===== src/rtl/operand_seq_pkg.sv =====
// Shared types, control encodings and opcode decode for the operand sequencer.
// ELPM_EN enables decoding of ELPM Rd,Z / Rd,Z+.
package operand_seq_pkg;

    typedef enum logic [1:0] {StIdle, StE1, StE2, StE3} state_e;

    typedef enum logic [2:0] {
        ClsNone, ClsAdiw, ClsLdSt, ClsLdd, ClsPush, ClsPop, ClsLpm
    } cls_e;

    typedef enum logic [1:0] {ModePlain, ModeInc, ModeDec} mode_e;

    localparam logic [1:0] RamNone    = 2'b00;
    localparam logic [1:0] RamLoad    = 2'b01;
    localparam logic [1:0] RamStore   = 2'b10;

    localparam logic [2:0] AddrInst   = 3'd0;
    localparam logic [2:0] AddrPtr    = 3'd1;
    localparam logic [2:0] AddrSp     = 3'd2;
    localparam logic [2:0] AddrPtrImm = 3'd3;

    localparam logic [1:0] PtrX       = 2'b00;
    localparam logic [1:0] PtrY       = 2'b01;
    localparam logic [1:0] PtrZ       = 2'b10;

    localparam logic [2:0] ImmNone    = 3'd0;
    localparam logic [2:0] ImmK6      = 3'd1;
    localparam logic [2:0] ImmQ6      = 3'd2;

    localparam logic [1:0] OpHold     = 2'b00;
    localparam logic [1:0] OpInc      = 2'b01;
    localparam logic [1:0] OpDec      = 2'b10;

    localparam logic [15:0] MaskAdiw  = 16'hFE00;  // ADIW 0x96xx, SBIW 0x97xx
    localparam logic [15:0] OpAdiw    = 16'h9600;
    localparam logic [15:0] MaskLdd   = 16'hD000;  // LDD/STD Y/Z+q, bit9 store, bit3 Y
    localparam logic [15:0] OpLdd     = 16'h8000;
    localparam logic [15:0] MaskLdSt  = 16'hFC00;  // 0x90xx-0x93xx, bit9 store
    localparam logic [15:0] OpLdSt    = 16'h9000;

    typedef struct packed {
        cls_e       cls;
        logic [1:0] ptr;
        mode_e      mode;
        logic       is_store;
        logic       is_elpm;
        logic       legal;
    } dec_t;

    function automatic dec_t decode_inst(input logic [15:0] inst);
        dec_t d;
        d.cls      = ClsNone;
        d.ptr      = PtrX;
        d.mode     = ModePlain;
        d.is_store = inst[9];
        d.is_elpm  = 1'b0;
        if ((inst & MaskAdiw) == OpAdiw) begin
            d.cls      = ClsAdiw;
            d.is_store = 1'b0;
        end else if ((inst & MaskLdd) == OpLdd) begin
            d.cls = ClsLdd;
            d.ptr = inst[3] ? PtrY : PtrZ;
        end else if ((inst & MaskLdSt) == OpLdSt) begin
            case (inst[3:0])
                4'h1: begin d.cls = ClsLdSt; d.ptr = PtrZ; d.mode = ModeInc; end
                4'h2: begin d.cls = ClsLdSt; d.ptr = PtrZ; d.mode = ModeDec; end
                4'h9: begin d.cls = ClsLdSt; d.ptr = PtrY; d.mode = ModeInc; end
                4'hA: begin d.cls = ClsLdSt; d.ptr = PtrY; d.mode = ModeDec; end
                4'hC: begin d.cls = ClsLdSt; d.ptr = PtrX; end
                4'hD: begin d.cls = ClsLdSt; d.ptr = PtrX; d.mode = ModeInc; end
                4'hE: begin d.cls = ClsLdSt; d.ptr = PtrX; d.mode = ModeDec; end
                4'h4, 4'h5: begin
                    if (!inst[9]) begin
                        d.cls  = ClsLpm;
                        d.ptr  = PtrZ;
                        d.mode = inst[0] ? ModeInc : ModePlain;
                    end
                end
`ifdef ELPM_EN
                4'h6, 4'h7: begin
                    if (!inst[9]) begin
                        d.cls     = ClsLpm;
                        d.ptr     = PtrZ;
                        d.mode    = inst[0] ? ModeInc : ModePlain;
                        d.is_elpm = 1'b1;
                    end
                end
`endif
                4'hF: d.cls = inst[9] ? ClsPush : ClsPop;
                default: d.cls = ClsNone;
            endcase
        end
        d.legal = (d.cls != ClsNone);
        return d;
    endfunction

    function automatic logic inst_legal(input logic [15:0] inst);
        dec_t d;
        d = decode_inst(inst);
        return d.legal;
    endfunction

endpackage


===== src/rtl/operand_seq_decode.sv =====
// Combinational decode of the latched instruction into class, pointer and addressing mode.
module operand_seq_decode
    import operand_seq_pkg::*;
(
    input  logic [15:0] inst_i,
    output dec_t        dec_o
);

    assign dec_o = decode_inst(inst_i);

endmodule


===== src/rtl/operand_seq.sv =====
// Multi-cycle sequencer for memory-class instructions; drives operand datapath controls.
// ELPM_EN enables ELPM decode and the RAMPZ increment strobe.
module operand_seq
    import operand_seq_pkg::*;
#(
    parameter int unsigned PTR_W    = 16,
    parameter logic [15:0] IR_RESET = 16'h0000
) (
    input  logic             clk_i,
    input  logic             rst_ni,
    input  logic [15:0]      inst_i,
    input  logic             inst_valid_i,
    output logic             inst_ready_o,
    input  logic             mem_wait_i,
    input  logic             flush_i,
    input  logic [PTR_W-1:0] z_i,
    output logic [15:0]      ir_o,
    output logic             busy_o,
    output logic             illegal_op_o,
    output logic             c_rd_rr_sel_o,
    output logic             c_adiw_phase_o,
    output logic             c_rd_w_en_o,
    output logic [1:0]       c_ram_op_o,
    output logic [2:0]       c_ram_addr_sel_o,
    output logic [1:0]       c_rh_sel_o,
    output logic [2:0]       c_imm_type_o,
    output logic             c_rampz_inc_o,
    output logic [1:0]       c_sp_op_o,
    output logic [1:0]       c_rh_op_o,
    output logic             c_prog_rd_o
);

    state_e      state_q, state_d;
    logic [15:0] ir_q, ir_d;
    logic        illegal_q, illegal_d;
    dec_t        dec;
    logic [1:0]  ncyc;
    logic        last, accept;

    logic       w_en, rampz;
    logic [1:0] sp_op, rh_op;

    operand_seq_decode u_decode (
        .inst_i (ir_q),
        .dec_o  (dec)
    );

    always_comb begin
        case (dec.cls)
            ClsLdSt:         ncyc = (!dec.is_store && dec.mode == ModeDec) ? 2'd3 : 2'd2;
            ClsLdd:          ncyc = dec.is_store ? 2'd1 : 2'd2;
            ClsPop:          ncyc = 2'd3;
            ClsAdiw, ClsLpm: ncyc = 2'd2;
            default:         ncyc = 2'd1;
        endcase
    end

    assign last = (state_q == StE1 && ncyc == 2'd1) ||
                  (state_q == StE2 && ncyc == 2'd2) ||
                  (state_q == StE3);

    assign inst_ready_o = (state_q == StIdle) && !flush_i;
    assign accept       = inst_ready_o && inst_valid_i && inst_legal(inst_i);
    assign illegal_d    = inst_ready_o && inst_valid_i && !inst_legal(inst_i);

    always_comb begin
        state_d = state_q;
        ir_d    = ir_q;
        if (flush_i) begin
            state_d = StIdle;
            ir_d    = IR_RESET;
        end else if (state_q == StIdle) begin
            if (accept) begin
                state_d = StE1;
                ir_d    = inst_i;
            end
        end else if (!mem_wait_i) begin
            case (state_q)
                StE1:    state_d = last ? StIdle : StE2;
                StE2:    state_d = last ? StIdle : StE3;
                default: state_d = StIdle;
            endcase
        end
    end

    always_ff @(posedge clk_i or negedge rst_ni) begin
        if (!rst_ni) begin
            state_q   <= StIdle;
            ir_q      <= IR_RESET;
            illegal_q <= 1'b0;
        end else begin
            state_q   <= state_d;
            ir_q      <= ir_d;
            illegal_q <= illegal_d;
        end
    end

    // Controls depend only on state and ir; side-effect strobes are masked below.
    always_comb begin
        c_rd_rr_sel_o    = 1'b0;
        c_adiw_phase_o   = 1'b0;
        w_en             = 1'b0;
        c_ram_op_o       = RamNone;
        c_ram_addr_sel_o = AddrInst;
        c_rh_sel_o       = PtrX;
        c_imm_type_o     = ImmNone;
        rampz            = 1'b0;
        sp_op            = OpHold;
        rh_op            = OpHold;
        c_prog_rd_o      = 1'b0;
        if (state_q != StIdle) begin
            c_rd_rr_sel_o = (dec.cls != ClsAdiw);
            c_rh_sel_o    = dec.ptr;
            case (dec.cls)
                ClsAdiw: begin
                    w_en = 1'b1;
                    if (state_q == StE1) c_imm_type_o = ImmK6;
                    else                 c_adiw_phase_o = 1'b1;
                end
                ClsLdSt: begin
                    if (dec.mode == ModeDec) begin
                        if (state_q == StE1) begin
                            rh_op = OpDec;
                        end else if (state_q == StE2) begin
                            c_ram_op_o       = dec.is_store ? RamStore : RamLoad;
                            c_ram_addr_sel_o = AddrPtr;
                        end else begin
                            w_en = 1'b1;
                        end
                    end else if (state_q == StE1) begin
                        c_ram_op_o       = dec.is_store ? RamStore : RamLoad;
                        c_ram_addr_sel_o = AddrPtr;
                    end else begin
                        w_en = !dec.is_store;
                        if (dec.mode == ModeInc) rh_op = OpInc;
                    end
                end
                ClsLdd: begin
                    if (state_q == StE1) begin
                        c_ram_op_o       = dec.is_store ? RamStore : RamLoad;
                        c_ram_addr_sel_o = AddrPtrImm;
                        c_imm_type_o     = ImmQ6;
                    end else begin
                        w_en = 1'b1;
                    end
                end
                ClsPush: begin
                    c_ram_op_o       = RamStore;
                    c_ram_addr_sel_o = AddrSp;
                    sp_op            = OpDec;
                end
                ClsPop: begin
                    if (state_q == StE1) begin
                        sp_op = OpInc;
                    end else if (state_q == StE2) begin
                        c_ram_op_o       = RamLoad;
                        c_ram_addr_sel_o = AddrSp;
                    end else begin
                        w_en = 1'b1;
                    end
                end
                ClsLpm: begin
                    if (state_q == StE1) begin
                        c_prog_rd_o = 1'b1;
                    end else begin
                        w_en = 1'b1;
                        if (dec.mode == ModeInc) rh_op = OpInc;
`ifdef ELPM_EN
                        rampz = dec.is_elpm && (dec.mode == ModeInc) &&
                                (z_i == {PTR_W{1'b1}});
`endif
                    end
                end
                default: ;
            endcase
        end
    end

    assign c_rd_w_en_o   = w_en  & ~mem_wait_i;
    assign c_rampz_inc_o = rampz & ~mem_wait_i;
    assign c_sp_op_o     = mem_wait_i ? OpHold : sp_op;
    assign c_rh_op_o     = mem_wait_i ? OpHold : rh_op;

    assign ir_o         = ir_q;
    assign busy_o       = (state_q != StIdle);
    assign illegal_op_o = illegal_q;

    logic unused_dec;
    assign unused_dec = dec.legal ^ dec.is_elpm;
`ifndef ELPM_EN
    logic unused_z;
    assign unused_z = ^z_i;
`endif

endmodule


===== config.mk =====
export PLATFORM = sky130hd
export DESIGN_NAME = operand_seq
export DESIGN_NICKNAME = d
export VERILOG_FILES = /design/src/rtl/operand_seq_pkg.sv /design/src/rtl/operand_seq_decode.sv /design/src/rtl/operand_seq.sv
export SDC_FILE = /design/constraint.sdc
export NUM_CORES = 1
export LEC_CHECK = 0
export ABC_AREA = 1
export CAP_MARGIN = 0
export CORE_ASPECT_RATIO = 0.8
export CORE_MARGIN = 3
export CORE_UTILIZATION = 47
export CTS_BUF_LIST = sky130_fd_sc_hd__clkbuf_2
export DETAILED_ROUTE_END_ITERATION = 8
export GPL_TIMING_DRIVEN = 0
export PLACE_DENSITY_LB_ADDON = 0.1
export SETUP_SLACK_MARGIN = 0.05
export SLEW_MARGIN = 30
export SYNTH_ARGS = -nofsm -noshare
export SYNTH_HDL_FRONTEND = slang
export SYNTH_HIERARCHICAL = 1
export SYNTH_SLANG_ARGS = --single-unit

===== constraint.sdc =====
create_clock -name clk_i -period 3.5 [get_ports clk_i]
set_clock_uncertainty 0.05 [all_clocks]
set_input_delay 0.525 -clock clk_i [delete_from_list [all_inputs] [get_ports clk_i]]
set_output_delay 0.525 -clock clk_i [all_outputs]
set_load 0.005 [all_outputs]

**After elaboration in Yosys (flattened, before gate mapping)**

Index checks and enable logic that the tools add are counted.

- Eq/ne operators: 42
- Muxes and demuxes: 82
- Bitwise operators: 2
- Reduce and logical (&&, ||, !) cells: 33

Operators by type and width:

| operator | count |
|---|---|
| $mux 2 | 28 |
| $eq 4x4->1 const B | 12 |
| $mux 16 | 3 |
| $mux 7 | 4 |
| $mux 1 | 26 |
| $pmux 2 s3 | 4 |
| $pmux 3 s3 | 2 |
| $eq 4x3->1 const B | 4 |
| $pmux 2 s2 | 4 |
| $pmux 2 s4 | 2 |
| $reduce_or 2->1 | 8 |
| $eq 3x3->1 const B | 5 |
| $eq 7x7->1 const B | 2 |
| $reduce_or 7->1 | 2 |
| $eq 6x6->1 const B | 2 |
| $mux 3 | 4 |
| $pmux 3 s4 | 1 |
| $reduce_or 3->1 | 4 |
| $mux 5 | 2 |
| $eq 2x2->1 const B | 4 |
| $eq 4x1->1 const B | 2 |
| $eq 4x2->1 const B | 2 |
| $logic_and 1x1->1 | 7 |
| $eq 2x1->1 const B | 3 |
| 14 further kinds | 22 |

- Register bits: 19
- Bits of input ports: 37
- Word-level logic and storage cells: 162

**Longest topological paths before layout**

- Depth in word-level cells: 19
- Depth in mapped cells: 19
- Gate-level depth less buffers: 19

**By module**

The synthesis kept the hierarchy.

Modules (own cells, without submodules):

| module | times used | cells each | area each (um^2) |
|---|---|---|---|
| operand_seq | 1 | 205 | 1395.1 |
| operand_seq_decode | 1 | 59 | 281.5 |

**Worst setup path after synthesis**

OpenSTA, ideal clock, no wires.

- Path type: reg-to-output
- From: register ir_q[15], in the netlist ir_o[15]
- To: output c_ram_op_o[1]
- Data arrival time: 1.706 ns
- Required time: 2.925 ns
- Path slack: 1.219 ns
- Stages on the path, launching flop included: 16
- Path buffers: 0
- Cells stage by stage: dfrtp_1 -> nand2_4 -> inv_1 -> nand2_1 -> nand2_1 -> nor2_2 -> inv_1 -> inv_2 -> nand2_1 -> nor2_2 -> inv_2 -> a21oi_2 -> nor2_1 -> o31ai_1 -> nand2_1 -> inv_1

RTL lines:

| what | RTL line | RTL |
|---|---|---|
| from (decl) | operand_seq.sv:34 | `logic [15:0] ir_q, ir_d;` |
| from (signal assigned) | operand_seq.sv:93 | `ir_q <= ir_d;` |
| to (decl) | operand_seq.sv:23 | `output logic [1:0] c_ram_op_o,` |

==> results.json <==
{
  "min_path_type": "input port to async pin",
  "status": "complete, no violations",
  "cp-end-kind": "output pin",
  "grt_pass1_vias": 1548,
  "rows": 18,
  "final_net_count": 371,
  "stdcell_count": 366,
  "drcViolationCount": 0,
  "crit_type": "flip-flop to output pin",
  "r2r_slack_ps": 1270,
  "insertion_delay_ps": 290,
  "antenna_found_initial": 0,
  "wl_per_cell_um": 11.86,
  "powerDensity_mw_per_mm2": 216.4,
  "ir_drop_mv": 0.1714,
  "fill_cells": 282,
  "drt_iter0_markers": 71,
  "placed_area_sq_mm": 0.002268,
  "cpMostUsedCell": "nand2_1",
  "hold_slack_ps": 80.50,
  "fp.coreArea_sq_mm": 0.003221,
  "post-route-min-period_ps": 3237,
  "cts_tree": "done",
  "switchingPower_mw": 0.1732,
  "combinationalPowerShare": 0.349,
  "fp.dieArea_sq_mm": 0.004286,
  "max_stage_delay_ps": 480,
  "sequentialPowerShare": 0.465,
  "post-route-util": 0.7308,
  "track_usage": 0.2114,
  "drive_gt1_frac": 0.1779,
  "clockRootBuffer": "clkbuf_2",
  "slowest_stage": "dfrtp_1",
  "hold_violations": 0,
  "overflow": 0,
  "grt_max_degree": 20,
  "grt_pass1_wl_um": 7224,
  "io_pins": 75,
  "drt-total-wl_um": 4341,
  "crit_chain": "inv_1 -> nand2_1 -> nand2_1 -> nand2_1 -> nand3_1 -> nand2_1 -> nand2_4 -> nand2_1 -> nor2_4 -> inv_2 -> a21oi_2 -> nor2_1 -> o31ai_1 -> nand2_1 -> inv_1 -> clkdlybuf4s50_1",
  "clock.fmax_mhz": 308.9,
  "cap_violations": 0,
  "antenna_cells": 0,
  "tns_ps": 0,
  "switching_share": 0.3400,
  "yosys_warnings": 6,
  "clock_sinks": 19,
  "worst_ep_required_time_ps": 2920,
  "drt.antenna.violating_nets": 0,
  "rsz0062_at_grt": "no",
  "gp_congestion": 0.9204,
  "fin_area_sq_mm": 0.002354,
  "dpl.hpwl_um": 3565,
  "syn_to_final_growth_pct": 41.75,
  "firstDrtPassIters": 4,
  "worst-path-max-fanout": 5,
  "place_inst": 358,
  "syn_inst": 261,
  "finalSetupViolations": 0,
  "syn-mean-instance-area_sq_um": 6.361,
  "die_w_um": 72.45,
  "crit_arrival_ps": 2660,
  "critPathLaunchType": "flip-flop",
  "numCtsBuffers": 3,
  "start_util": 0.5155,
  "pwr-share-clk": 0.186,
  "holdBufCountCts": 0,
  "synth_area_sq_mm": 0.001660,
  "p_int_mw": 0.3362,
  "layout_worst_path_cycle_share": 0.9248,
  "h-tree-depth": 1,
  "dieHeight_um": 59.16,
  "clk_pin_slew_worst_paths_ps": 170,
  "power_leakage_nw": 1.114,
  "cts_buffer_depth": 2,
  "vias": 1818,
  "finalMaxSlewViolations": 0,
  "viasPerCell": 4.967,
  "io_buffers": 55
}
per-layer routing:
layer	part of all wire	GRT usage	vias to the layer above
met5	0	0	-
met4	0	0.02105	0
met3	0.088	0.04746	0
met2	0.43	0.2983	63
met1	0.48	0.3376	820
li1	-	-	935
path summary, 6_finish.rpt:
check	start	endpoint	cells past startpoint
worst max register to register	ir_o[3]$_DFFE_PN0P_	state_q[0]$_DFFE_PN0P_	17
min in group clk_i	ir_o[4]$_DFFE_PN0P_	ir_o[4]$_DFFE_PN0P_	2
worst min register to register	ir_o[4]$_DFFE_PN0P_	ir_o[4]$_DFFE_PN0P_	2
worst min-delay path	rst_ni	ir_o[6]$_DFFE_PN0P_	1
worst max-delay path	ir_o[0]$_DFFE_PN0P_	c_ram_op_o[1]	16
max in group asynchronous	rst_ni	ir_o[1]$_DFFE_PN0P_	1
layout make-up:
type,count,area [sq um],area share
plain buffers,7,41.29,0.01754
clock buffers,4,20.02,0.008506
flip-flops and latches,19,476.7,0.2026
inverters,59,225.2,0.09569
repair buffers,59,575.6,0.2446
multi-input cells,178,964.7,0.4099
well taps,40,50.05,0.02127
what timing repair did:
item                                    4_1_cts  5_1_grt
hold endpoints to repair                      0        0
resized for setup                             0       13
setup buffers                                 0        4
endpoints found under the setup margin        0        5
through the flow:
stage	power [mW]	worst slack, ps
after floorplan	0.3334	1243
after global placement	0.4116	526.5
after detailed placement	0.4133	527.1
after CTS	0.5075	143.8
after global routing	0.5463	1.004
final	0.5094	263.2
placed cells by master, fill, tap and decap left out, types with 7 or more instances in the layout:
cell,count
nand2_1,56
clkdlybuf4s50_1,54
inv_1,45
nor2_1,23
nand3_1,23
dfrtp_1,18
o21ai_1,14
inv_2,12
nand2_2,9
a21oi_1,7
ha_1,7
buf_4,7
flip-flops by register name, summed over array words and instances, names as in the netlist:
name          cells
illegal_op_o      1
ir_o             16
state_q           2
worst max-delay path: cells and delay by family (launching register included):
| family | cells | cell delay, ps |
|---|---|---|
| DFF | 1 | 480 |
| buffers and inverters | 4 | 670 |
| and+or+nand+nor | 10 | 900 |
| AOI/OAI and AO/OA | 2 | 300 |
power by group through the flow:
| stage | clock [mW] | sequential, mW | combinational [mW] |
|---|---|---|---|
| floorplan | 0 | 0.239 | 0.0942 |
| global placement | 0 | 0.240 | 0.171 |
| detailed placement | 0 | 0.241 | 0.172 |
| CTS | 0.0974 | 0.237 | 0.173 |
| global route | 0.108 | 0.238 | 0.200 |
| finish | 0.0948 | 0.237 | 0.178 |
Power figures use the tool's default switching activity.
